--- src/rtl/ysyx_23060203_pkg.sv ---
// Shared decode constants for the ysyx_23060203 core:
// opcodes, operation classes, immediate formats, SYSTEM encodings.
package ysyx_23060203_pkg;

  localparam logic [6:0] OP_ALU    = 7'b0110011;
  localparam logic [6:0] OP_ALUI   = 7'b0010011;
  localparam logic [6:0] OP_LOAD   = 7'b0000011;
  localparam logic [6:0] OP_STORE  = 7'b0100011;
  localparam logic [6:0] OP_BRANCH = 7'b1100011;
  localparam logic [6:0] OP_JAL    = 7'b1101111;
  localparam logic [6:0] OP_JALR   = 7'b1100111;
  localparam logic [6:0] OP_LUI    = 7'b0110111;
  localparam logic [6:0] OP_AUIPC  = 7'b0010111;
  localparam logic [6:0] OP_SYSTEM = 7'b1110011;

  localparam logic [31:0] INST_EBREAK = 32'h0010_0073;
  localparam logic [31:0] INST_ECALL  = 32'h0000_0073;

  typedef enum logic [3:0] {
    CLS_ILLEGAL = 4'd0,
    CLS_ALU     = 4'd1,
    CLS_ALUI    = 4'd2,
    CLS_LOAD    = 4'd3,
    CLS_STORE   = 4'd4,
    CLS_BRANCH  = 4'd5,
    CLS_JAL     = 4'd6,
    CLS_JALR    = 4'd7,
    CLS_LUI     = 4'd8,
    CLS_AUIPC   = 4'd9,
    CLS_SYSTEM  = 4'd10
  } cls_e;

  typedef enum logic [2:0] {
    IMM_NONE = 3'd0,
    IMM_I    = 3'd1,
    IMM_S    = 3'd2,
    IMM_B    = 3'd3,
    IMM_U    = 3'd4,
    IMM_J    = 3'd5
  } imm_fmt_e;

endpackage

--- src/rtl/ysyx_23060203_idu_imm.sv ---
// Immediate generator (combinational).
// Ports: inst (raw word), fmt (imm_fmt_e) in; imm (32b) out.
module ysyx_23060203_imm_gen
  import ysyx_23060203_pkg::*;
(
  input  logic [31:0] inst,
  input  imm_fmt_e    fmt,
  output logic [31:0] imm
);

  always_comb begin
    imm = 32'h0;
    unique case (fmt)
      IMM_I: imm = {{20{inst[31]}}, inst[31:20]};
      IMM_S: imm = {{20{inst[31]}}, inst[31:25], inst[11:7]};
      IMM_B: imm = {{19{inst[31]}}, inst[31], inst[7],
                    inst[30:25], inst[11:8], 1'b0};
      IMM_U: imm = {inst[31:12], 12'h0};
      IMM_J: imm = {{11{inst[31]}}, inst[31], inst[19:12],
                    inst[20], inst[30:21], 1'b0};
      default: imm = 32'h0;
    endcase
  end

endmodule

--- src/rtl/ysyx_23060203_idu.sv ---
// Decode stage: decodes one fetched word per handshake into a
// registered bundle for the EXU; in_*/out_* valid-ready, flush.
module ysyx_23060203_idu
  import ysyx_23060203_pkg::*;
#(
  parameter int NR_REG = 16
) (
  input  logic        clk,
  input  logic        rstn,
  input  logic        in_valid,
  output logic        in_ready,
  input  logic [31:0] in_pc,
  input  logic [31:0] in_inst,
  input  logic        flush,
  output logic        out_valid,
  input  logic        out_ready,
  output logic [31:0] out_pc,
  output logic [4:0]  out_rs1,
  output logic [4:0]  out_rs2,
  output logic [4:0]  out_rd,
  output logic [31:0] out_imm,
  output logic [3:0]  out_cls,
  output logic [3:0]  out_alu_op,
  output logic        out_wen,
  output logic        out_ebreak,
  output logic        out_illegal
);

  localparam logic [5:0] NR = 6'(NR_REG);

  function automatic logic reg_ok(input logic [4:0] r);
    return {1'b0, r} < NR;
  endfunction

  logic [6:0]  op;
  logic [2:0]  f3;
  logic [4:0]  rs1, rs2, rd;
  cls_e        cls;
  imm_fmt_e    fmt;
  logic        alt, use_f3, writes;
  logic        use_rs1, use_rs2, use_rd;
  logic        bad_reg, sys_bad, illegal;
  logic        wen, ebreak;
  logic [31:0] imm;

  assign op  = in_inst[6:0];
  assign f3  = in_inst[14:12];
  assign rd  = in_inst[11:7];
  assign rs1 = in_inst[19:15];
  assign rs2 = in_inst[24:20];

  always_comb begin
    cls     = CLS_ILLEGAL;
    fmt     = IMM_NONE;
    alt     = 1'b0;
    use_f3  = 1'b0;
    writes  = 1'b0;
    use_rs1 = 1'b0;
    use_rs2 = 1'b0;
    use_rd  = 1'b0;
    unique case (1'b1)
      (op == OP_ALU): begin
        cls = CLS_ALU; alt = in_inst[30]; use_f3 = 1'b1;
        use_rs1 = 1'b1; use_rs2 = 1'b1; use_rd = 1'b1;
        writes = 1'b1;
      end
      (op == OP_ALUI): begin
        cls = CLS_ALUI; fmt = IMM_I; use_f3 = 1'b1;
        // only SRAI/SRLI carry a real alt bit
        alt = (f3 == 3'b101) & in_inst[30];
        use_rs1 = 1'b1; use_rd = 1'b1; writes = 1'b1;
      end
      (op == OP_LOAD): begin
        cls = CLS_LOAD; fmt = IMM_I; use_f3 = 1'b1;
        use_rs1 = 1'b1; use_rd = 1'b1; writes = 1'b1;
      end
      (op == OP_STORE): begin
        cls = CLS_STORE; fmt = IMM_S; use_f3 = 1'b1;
        use_rs1 = 1'b1; use_rs2 = 1'b1;
      end
      (op == OP_BRANCH): begin
        cls = CLS_BRANCH; fmt = IMM_B; use_f3 = 1'b1;
        use_rs1 = 1'b1; use_rs2 = 1'b1;
      end
      (op == OP_JAL): begin
        cls = CLS_JAL; fmt = IMM_J;
        use_rd = 1'b1; writes = 1'b1;
      end
      (op == OP_JALR): begin
        cls = CLS_JALR; fmt = IMM_I;
        use_rs1 = 1'b1; use_rd = 1'b1; writes = 1'b1;
      end
      (op == OP_LUI): begin
        cls = CLS_LUI; fmt = IMM_U;
        use_rd = 1'b1; writes = 1'b1;
      end
      (op == OP_AUIPC): begin
        cls = CLS_AUIPC; fmt = IMM_U;
        use_rd = 1'b1; writes = 1'b1;
      end
      (op == OP_SYSTEM): cls = CLS_SYSTEM;
      default: ;
    endcase

    bad_reg = (use_rs1 && !reg_ok(rs1)) ||
              (use_rs2 && !reg_ok(rs2)) ||
              (use_rd  && !reg_ok(rd));
    // only ECALL/EBREAK are supported in SYSTEM space
    sys_bad = (cls == CLS_SYSTEM) &&
              (in_inst != INST_ECALL) &&
              (in_inst != INST_EBREAK);
    illegal = (cls == CLS_ILLEGAL) ||
              (in_inst[1:0] != 2'b11) ||
              bad_reg || sys_bad;
    wen     = writes && (rd != 5'd0) && !illegal;
    ebreak  = (in_inst == INST_EBREAK) && !illegal;
  end

  ysyx_23060203_imm_gen u_imm (
    .inst (in_inst),
    .fmt  (fmt),
    .imm  (imm)
  );

  assign in_ready = !out_valid || out_ready;

  always_ff @(posedge clk) begin
    if (!rstn) begin
      out_valid   <= 1'b0;
      out_pc      <= 32'h0;
      out_rs1     <= 5'd0;
      out_rs2     <= 5'd0;
      out_rd      <= 5'd0;
      out_imm     <= 32'h0;
      out_cls     <= CLS_ILLEGAL;
      out_alu_op  <= 4'h0;
      out_wen     <= 1'b0;
      out_ebreak  <= 1'b0;
      out_illegal <= 1'b0;
    end else if (flush) begin
      out_valid <= 1'b0;
    end else if (in_valid && in_ready) begin
      out_valid   <= 1'b1;
      out_pc      <= in_pc;
      out_rs1     <= rs1;
      out_rs2     <= rs2;
      out_rd      <= rd;
      out_imm     <= imm;
      out_cls     <= cls;
      out_alu_op  <= {alt, use_f3 ? f3 : 3'b000};
      out_wen     <= wen;
      out_ebreak  <= ebreak;
      out_illegal <= illegal;
    end else if (out_ready) begin
      out_valid <= 1'b0;
    end
  end

endmodule

--- config.mk ---
export PLATFORM = sky130hd
export DESIGN_NAME = ysyx_23060203_idu
export DESIGN_NICKNAME = d
export VERILOG_FILES = /design/src/rtl/ysyx_23060203_pkg.sv /design/src/rtl/ysyx_23060203_idu_imm.sv /design/src/rtl/ysyx_23060203_idu.sv
export SDC_FILE = /design/constraint.sdc
export NUM_CORES = 1
export LEC_CHECK = 0
export BUFFER_PORTS_ARGS = -buffer_cell sky130_fd_sc_hd__buf_2
export CORE_ASPECT_RATIO = 1.5
export CORE_MARGIN = 2
export CORE_UTILIZATION = 45
export DETAILED_ROUTE_END_ITERATION = 10
export GPL_TIMING_DRIVEN = 1
export PLACE_DENSITY = 0.76
export SLEW_MARGIN = 15
export SYNTH_ARGS = -nofsm -noshare
export SYNTH_HDL_FRONTEND = slang
export SYNTH_SLANG_ARGS = --single-unit
--- constraint.sdc ---
create_clock -name clk -period 2.7 [get_ports clk]
set_input_delay 0.135 -clock clk [delete_from_list [all_inputs] [get_ports clk]]
set_output_delay 0.135 -clock clk [all_outputs]
set_load 0.05 [all_outputs]
==> results of run 1 <==
-- placed cells by master (no fill, tap or decap), types with 2 or more instances in the layout --
cell	Yosys	final
nand2b_1	8	8
a31oi_1	10	10
o21ai_0	5	5
nor3_1	2	2
nor2b_1	14	14
and2_1	2	2
clkbuf_1	16	2
dfxtp_1	91	91
buf_4	1	6
clkinvlp_4	0	3
nor2_1	9	8
nand2_1	142	142
inv_1	4	4
nand3_1	4	4
buf_2	11	160
or4_1	2	2
o21ai_2	8	8
and3_1	2	2
a21oi_1	21	21
nand4_1	6	6
a22oi_1	13	13
nor4_1	5	5
a21boi_0	50	50
clkbuf_16	0	9
nand4b_1	3	3
o21ai_1	17	17
-- flip-flops by register name, indices dropped and copies added, names as in the netlist --
| signal | flops |
|---|---|
| out_imm | 32 |
| out_pc | 32 |
| out_rd | 5 |
| out_rs1 | 5 |
| out_rs2 | 5 |
| out_alu_op | 4 |
| out_cls | 4 |
| out_ebreak | 1 |
| out_illegal | 1 |
| out_valid | 1 |
| out_wen | 1 |
-- cells by family (layout without fill, tap and decap cells) --
kind of cell	Yosys count	in the layout
compound gates	137	137
flops	91	91
buf+inv	38	187
simple gates	208	208
-- worst max-delay path, delay by kind of cell, from the launching register on --
| family | cells | cell delay [ns] |
|---|---|---|
| and+or+nand+nor | 4 | 0.99 |
| DFF | 1 | 0.31 |
| buffers and inverters | 1 | 0.26 |
| AOI/OAI and AO/OA | 1 | 0.17 |
-- power by group --
group	internal (mW)	switching, mW
clock network	0.722	0.534
registers	1.38	0.0160
logic	0.122	0.303
total	2.22	0.853
-- worst max path at each step --
stage	end	startpoint	cells past startpoint	slack [ns]
5_1_grt	out_imm[0]	out_valid	6	0.72
6_report	out_imm[0]	out_valid	6	0.90
3_5_place_dp	out_imm[0]	out_valid	6	0.91
3_3_place_gp	out_imm[21]	in_inst[2]	6	0.96
4_1_cts	out_imm[0]	out_valid	6	0.91
2_1_floorplan	out_wen	out_valid	7	0.50
-- stage by stage --
stage,cell area (um2),cells
after floorplan,3910,474
after global placement,4750,714
after detailed placement,4750,714
after CTS,5040,730
after global routing,5040,730
final,5040,730
-- layer usage --
metal	global-route usage, %	up-vias
met5	0	-
met4	12.0	0
met3	5.14	28
met2	40.4	152
met1	28.8	1787
li1	-	1920
-- final cells by class --
type | instances | area (um2)
clock buffers | 11 | 233
clock inverters | 5 | 61.3
fillers | 815 | 3370
inverters | 4 | 15.0
multi-input cells | 345 | 1910
flip-flops and latches | 91 | 1820
well taps | 107 | 134
repair buffers | 167 | 866
==> run metrics, run 1 <==
combinational family with the most area after synthesis=compound AO/OA/AOI/OAI gates; cells on worst reg2reg path=6; largest cells by area after synthesis=dfxtp_1, nand2_1, a21boi_0; crit path cell chain=nand2b_1 -> nand2_1 -> nor2_4 -> nand4_1 -> buf_4 -> o21ai_0; residual DRC count=0; status=completed; Final Core Density=60.0%; fin. max-slew vios=0; CP Data Required Time=2.96 ns; Worst path slowest cell=nor2_4; post-synthesis compound-gate area fraction=24.4%; gr ovfl total=0; RR Startpoint=out_valid; met2 routed WL=5660 um; first-pass detailed-route iteration total=4; uppermost layer routed=met4; ys async rst share=0%; most numerous cell in the Yosys netlist=nand2_1; Setup Viol. Count Final=0; setup_tns=0 ns; total chip power=3.08 mW; #FFs+latches synth=91; simple-gate share of the synthesized area=24.4%; Post-Syn Instances=474; Area growth, synth to finish=29.2%; Hold WS=0.0371 ns; Initial DRC Count=216; Initial Util=46.4%; area share of fa/ha/maj cells after synthesis=0%; Max Cap Viol=0; Routed met1 length=4580 um; post-synthesis sequential area ratio=46.7%; Worst Hold Endpoint=out_pc[1]; n_diodes=0; Port Buffer Count=160; largest net degree at the start of global routing=40; TritonCTS clock tree=done; Vias=3887; DRT antenna net count=0; Post-synth EDFFs=0; DR WL met3=682 um; Synth Area in XOR/XNOR=0%; synth warn=0; cts repair resizes=0; io pins=161; cell taking the most area after synthesis=dfxtp_1; pre-CTS setup slack=0.909 ns; dpl hpwl=8450 um; post-synthesis cell area=0.00390 mm2; top_reg_cell synth=dfxtp_1; Max Clock Skew=0.00445 ns; multiplexer share of the synthesized area=0%; final worst path period need=1.80 ns; post-CTS setup buffers=0; initial antenna violation count=0; layout cells sized above 1=31.6%; Hold WC Path Type=input pin to register; Min-Delay Path Depth=3; unrepaired setup endpoints after global routing=no; Rows=41; flop2flop setup slack=0.90 ns; Cell variety after synth=49; Synth Area per Inst=8.24 um2; vias in the first global route=3672; clock root cell=clkbuf_16; Critical Path AT=2.06 ns; first-pass GRT wire length=18000 um; clock transition at the registers of the reported paths=0.07 ns; number of CTS-inserted buffers=9; Final Hold Viols=0; CTS H-tree depth=3; GRT Util Overall=24.2%; CP endpoint kind=register; Worst Path Max Fanout=24; Nets=687; Final GP Congestion=0.919; cts hold-fix bufs=0; CTS max path bufs=2; Clock Sinks=91; fmax=0.556 GHz; Avg WL per Cell=15.5 um; worst slew pin tran=0.824 ns; Post-Syn Nets=543; Die W=80.1 um; Worst VDD drop=0.414 mV; Die Area=0.00945 mm2; routed vias/inst=5.32; Final Worst Setup Slack=0.900 ns; Die Y=118 um; final WL=11300 um; Yosys top cell area share=46.7%; Rel. slew slack=45.1%; Leak=2.15 nW; Pwr Density=610 mW/mm2; critical path type=register to register; top cells by count, synth=nand2_1, dfxtp_1, a21boi_0; Worst-Skew Late Latency=0.34 ns; final worst-path cycle share=66.6%; worst r2r dst=out_imm[0]; core box area=0.00841 mm2; CP Launch Type=register; slowest stage delay, CP=0.48 ns; hold path startpoint=in_pc[1]
Power figures use the tool's default switching activity.
==> run 2, diff against run 1 <==
Clock period 2.7 ns to 1.8 ns, I/O delays scaled along.
==> run metrics, run 2 (synthesized netlist as in run 1, its figures left out) <==
status=completed (unchanged); Sw Ratio=27.1% (was 27.7%); CTS max path bufs=2 (unchanged); Leak=2.22 nW (was 2.15 nW); Die Area=0.00945 mm2 (unchanged); fin. max-slew vios=0 (unchanged); Avg WL per Cell=14.8 um (was 15.5 um); Rows=41 (unchanged); largest net degree at the start of global routing=66 (was 40); Vias=3968 (was 3887); Final Hold Viols=0 (unchanged); Non-Filler Instances=741 (was 730); Setup Viol. Count Final=0 (unchanged); Gate power share=14.5% (was 13.8%); layout cells sized above 1=32.6% (was 31.6%); worst slew pin tran=0.468 ns (was 0.824 ns); Worst VDD drop=0.643 mV (was 0.414 mV); Port Buffer Count=160 (unchanged); Psw=1.22 mW (was 853 uW); first-pass detailed-route iteration total=5 (was 4); CP Data Required Time=2.06 ns (was 2.96 ns); Die W=80.1 um (unchanged); gr ovfl total=0 (unchanged); CP Launch Type=register (unchanged); CP endpoint kind=register (unchanged); final worst path period need=1.48 ns (was 1.80 ns); Final GP Congestion=0.907 (was 0.919); Worst-Skew Late Latency=0.33 ns (was 0.34 ns); io pins=161 (unchanged); top flop regs=out_imm: 32 flops, out_pc: 32 flops (unchanged); Sequential Power Share=46.5% (was 45.3%); final worst-path cycle share=82.2% (was 66.6%); dpl hpwl=8260 um (was 8450 um); Hold WC Path Type=input pin to register (unchanged); final WL=11000 um (was 11300 um); Post-Place Cells=721 (was 714); total chip power=4.50 mW (was 3.08 mW); Rel. slew slack=68.7% (was 45.1%); Clock Sinks=91 (unchanged); Die Y=118 um (unchanged); Critical Path AT=1.74 ns (was 2.06 ns); residual DRC count=0 (unchanged); final instance area=0.00515 mm2 (was 0.00504 mm2); Pwr Density=875 mW/mm2 (was 610 mW/mm2); Initial Util=46.4% (unchanged); CTS H-tree depth=3 (unchanged); clock transition at the registers of the reported paths=0.07 ns (about the same); routed vias/inst=5.35 (was 5.32); commonest non-fill, non-tap cell in the layout=buf_2 (unchanged); TritonCTS clock tree=done (unchanged); post-CTS setup buffers=0 (unchanged); Worst Path Max Fanout=65 (was 24); setup_tns=0 ns (unchanged); fmax=0.676 GHz (was 0.556 GHz); Nets=698 (was 687); most frequent cells in the layout=buf_2, nand2_1, dfxtp_1, a21boi_0, a21oi_1 (unchanged); Initial DRC Count=268 (was 216); clock root cell=clkbuf_16 (unchanged); initial antenna violation count=0 (unchanged); Max Cap Viol=0 (unchanged); Max Clock Skew=0.00612 ns (was 0.00445 ns); DRT antenna net count=0 (unchanged); Internal=3.28 mW (was 2.22 mW); core box area=0.00841 mm2 (unchanged); GRT Util Overall=23.7% (was 24.2%); unrepaired setup endpoints after global routing=no (unchanged); first-pass GRT wire length=17900 um (was 18000 um); placed cell areas=0.00482 mm2 (was 0.00475 mm2); number of fill cells=767 (was 815); n_diodes=0 (unchanged); vias in the first global route=3776 (was 3672); Area growth, synth to finish=31.8% (was 29.2%); number of CTS-inserted buffers=9 (unchanged); critical path type=register to register (unchanged); Clock Power Share=39.1% (was 40.8%); Final Core Density=61.2% (was 60.0%)
==> run 2: cell count changes in the layout (fill, tap and decap cells not counted), sizes merged <==
cell	change
buf	+7
dlygate4sd3	+4
clkinv	+3
clkinvlp	-3
clkbuf	+2
bufinv	-1
inv	-1
==> run 2: power groups by stage <==
| stage | clock (mW) | combinational [mW] | sequential, mW |
|---|---|---|---|
| 2_1_floorplan | 0 | 0.227 | 2.33 |
| 3_3_place_gp | 0 | 0.633 | 2.14 |
| 3_5_place_dp | 0 | 0.641 | 2.14 |
| 4_1_cts | 1.80 | 0.650 | 2.09 |
| 5_1_grt | 1.88 | 0.700 | 2.10 |
| 6_report | 1.76 | 0.652 | 2.09 |
==> run 2: per-layer routing <==
metal	share of wire, %	wire, um	track usage [%]
met5	0	0	0
met4	5.2	572	14.6
met3	6.7	735	4.45
met2	49	5400	38.9
met1	39	4290	27.9
==> run 2: critical path, cell delays in order, from the launching register on <==
cell,delay [ns]
dfxtp_2,0.32
nand2b_2,0.09
nand3b_1,0.21
buf_12,0.28
a21oi_2,0.27
a22oi_1,0.11
nor2b_1,0.13
==> run 2: timing repair <==
item / in CTS / in global routing
hold buffers: 4 / 0
hold endpoints to repair: 4 / 0
setup endpoints to repair: 0 / 1
resized for setup: 0 / 1
==> run 2: stage by stage <==
step | hold slack [ns] | setup slack (ns)
after CTS | 0.0000503 | 0.167
after global placement | 0.340 | 0.263
after global routing | 0.00923 | 0.159
after floorplan | 0.208 | 0.0154
after detailed placement | 0.348 | 0.181
final | 0.00941 | 0.321
==> run 2: worst paths after layout <==
check,from,end,slack (ns),depth (start not counted)
worst max-delay path,out_valid,out_imm[6],0.32,6
worst min-delay path,in_pc[0],out_pc[0],0.009,3
worst max register to register,out_valid,out_imm[6],0.32,6
worst min register to register,out_imm[25],out_imm[25],0.44,2
==> run 2: final cells by class <==
cell class                      count  area [um2]  area share, %
Clock buffer                       13         260           5.06
Clock inverter                      3        22.5          0.438
Inverter                            4        15.0          0.292
Multi-Input combinational cell    345        1920           37.3
Sequential cell                    91        1820           35.4
Tap cell                          107         134           2.60
Timing Repair Buffer              178         971           18.9
==> run 3, diff against run 2 <==
Clock period 1.8 ns to 1.4 ns, I/O delays scaled along.
==> run metrics, run 3 (synthesized netlist as in run 1, its figures left out) <==
commonest non-fill, non-tap cell in the layout=buf_2 (unchanged); Initial Util=46.4% (unchanged); Area growth, synth to finish=51.6% (was 31.8%); Clock Sinks=91 (unchanged); TritonCTS clock tree=done (unchanged); number of CTS-inserted buffers=9 (unchanged); Worst VDD drop=0.850 mV (was 0.643 mV); Rel. slew slack=73.0% (was 68.7%); largest net degree at the start of global routing=32 (was 66); fin. max-slew vios=0 (unchanged); CP endpoint kind=register (unchanged); Worst Hold Endpoint=out_rs1[0] (was out_pc[0]); final worst-path cycle share=99.9% (was 82.2%); Final GP Congestion=0.881 (was 0.907); Nets=776 (was 698); Avg WL per Cell=15.2 um (was 14.8 um); status=completed (unchanged); Non-Filler Instances=819 (was 741); initial antenna violation count=0 (unchanged); Hold WS=0.00391 ns (was 0.00941 ns); Die W=80.1 um (unchanged); Port Buffer Count=160 (unchanged); total chip power=6.23 mW (was 4.50 mW); Min-Delay Path Depth=3 (unchanged); Critical Path AT=1.67 ns (was 1.74 ns); Initial DRC Count=249 (was 268); first-pass GRT wire length=19900 um (was 17900 um); Final Hold Viols=0 (unchanged); Setup Viol. Count Final=0 (unchanged); final worst path period need=1.40 ns (was 1.48 ns); clock transition at the registers of the reported paths=0.07 ns (about the same); Vias=4311 (was 3968); Max Clock Skew=0.00704 ns (was 0.00612 ns); CP Launch Type=register (unchanged); RR Startpoint=out_valid (unchanged); routed vias/inst=5.26 (was 5.35); io pins=161 (unchanged); DRT antenna net count=0 (unchanged); hold path startpoint=in_inst[15] (was in_pc[0]); Post-Place Cells=767 (was 721); critical path type=register to register (unchanged); vias in the first global route=4222 (was 3776); placed cell areas=0.00521 mm2 (was 0.00482 mm2); fmax=0.715 GHz (was 0.676 GHz); Worst Path Max Fanout=6 (was 65); Worst-Skew Late Latency=0.34 ns (was 0.33 ns); Rows=41 (unchanged); most frequent cells in the layout=buf_2, nand2_1, dfxtp_1, buf_4, a21boi_0 (was buf_2, nand2_1, dfxtp_1, a21boi_0, a21oi_1); final WL=12400 um (was 11000 um); worst slew pin tran=0.405 ns (was 0.468 ns); CTS H-tree depth=3 (unchanged); Pwr Density=1050 mW/mm2 (was 875 mW/mm2); worst r2r dst=out_alu_op[2] (was out_imm[6]); cells on worst reg2reg path=8 (was 6); layout cells sized above 1=37.9% (was 32.6%); Hold WC Path Type=input pin to register (unchanged); n_diodes=0 (unchanged); GRT Util Overall=26.5% (was 23.7%); number of fill cells=676 (was 767); Die Y=118 um (unchanged); first-pass detailed-route iteration total=4 (was 5); top flop regs=out_imm: 32 flops, out_pc: 32 flops (unchanged); Die Area=0.00945 mm2 (unchanged); final instance area=0.00592 mm2 (was 0.00515 mm2); clock root cell=clkbuf_16 (unchanged); flop2flop setup slack=0.002 ns (was 0.32 ns); gr ovfl total=0 (unchanged); unrepaired setup endpoints after global routing=yes (was no); dpl hpwl=8950 um (was 8260 um); Leak=2.62 nW (was 2.22 nW); Max Cap Viol=0 (unchanged); CTS max path bufs=2 (unchanged); CP Data Required Time=1.67 ns (was 2.06 ns); core box area=0.00841 mm2 (unchanged); residual DRC count=0 (unchanged)
[run 3: cell types whose count changed in the layout (fill, tap and decap cells not counted), sizes merged]
cell,change
buf,+49
dlygate4sd3,+29
clkbuf,-2
bufinv,+1
clkinv,-1
clkinvlp,+1
inv,+1
[run 3: layout make-up]
type                       instances  area, um2  share of cell area [%]
clock inverter                     5       60.1                    1.01
clock buffer                      11        253                    4.27
sequential                        91       1830                    30.8
inverter                           4       15.0                   0.254
multi-input combinational        345       1960                    33.2
tap                              107        134                    2.26
timing repair buffer             256       1670                    28.2
[run 3: how the worst max path moves through the flow]
stage              start            end  slack (ns)  cells after the start
3_5_place_dp   out_valid  out_alu_op[1]       -0.15                      7
4_1_cts        out_valid  out_alu_op[1]        0.01                      8
5_1_grt        out_valid  out_alu_op[1]       -0.09                      8
3_3_place_gp   out_valid  out_alu_op[2]       -0.11                      7
6_report       out_valid  out_alu_op[2]       0.002                      8
2_1_floorplan  out_valid    out_illegal       -0.16                      6
[run 3: worst max-delay path, stage by stage (launching register included)]
cell and delay, ns:
dfxtp_4 0.35, nand2b_4 0.07, nand3b_1 0.09, buf_6 0.15, buf_6 0.12, a211oi_2 0.22, buf_4 0.16, a22oi_1 0.06
nor2b_1 0.11
[run 3: repair_timing]
action,CTS,global route
gates cloned,0,0
buffers inserted,2,2
hold buffers,33,0
hold endpoints to repair,33,0
gates resized for setup,0,12
setup endpoints to repair,26,31
pin swaps,1,2
[run 3: stage by stage]
step / worst slack, ns / TNS [ns] / util, %
6_report: 0.00154 / 0 / 70.4
5_1_grt: -0.0892 / -0.497 / 70.4
4_1_cts: 0.0104 / 0 / 69.8
3_5_place_dp: -0.147 / -1.93 / 61.9
3_3_place_gp: -0.110 / -0.773 / 61.9
2_1_floorplan: -0.163 / -1.90 / -
[run 3: power breakdown]
group / internal (mW) / leakage [nW] / switching [mW]
Clock: 1.49 / 0.152 / 1.01
Combinational: 0.399 / 1.72 / 0.637
Sequential: 2.66 / 0.740 / 0.0342
[run 3: routing by layer]
| metal | track usage, % | wire length, um | vias to the layer above |
|---|---|---|---|
| met5 | 0 | 0 | - |
| met4 | 12.6 | 534 | 0 |
| met3 | 6.29 | 707 | 41 |
| met2 | 45.8 | 6490 | 166 |
| met1 | 29.8 | 4690 | 2002 |
| li1 | - | - | 2102 |
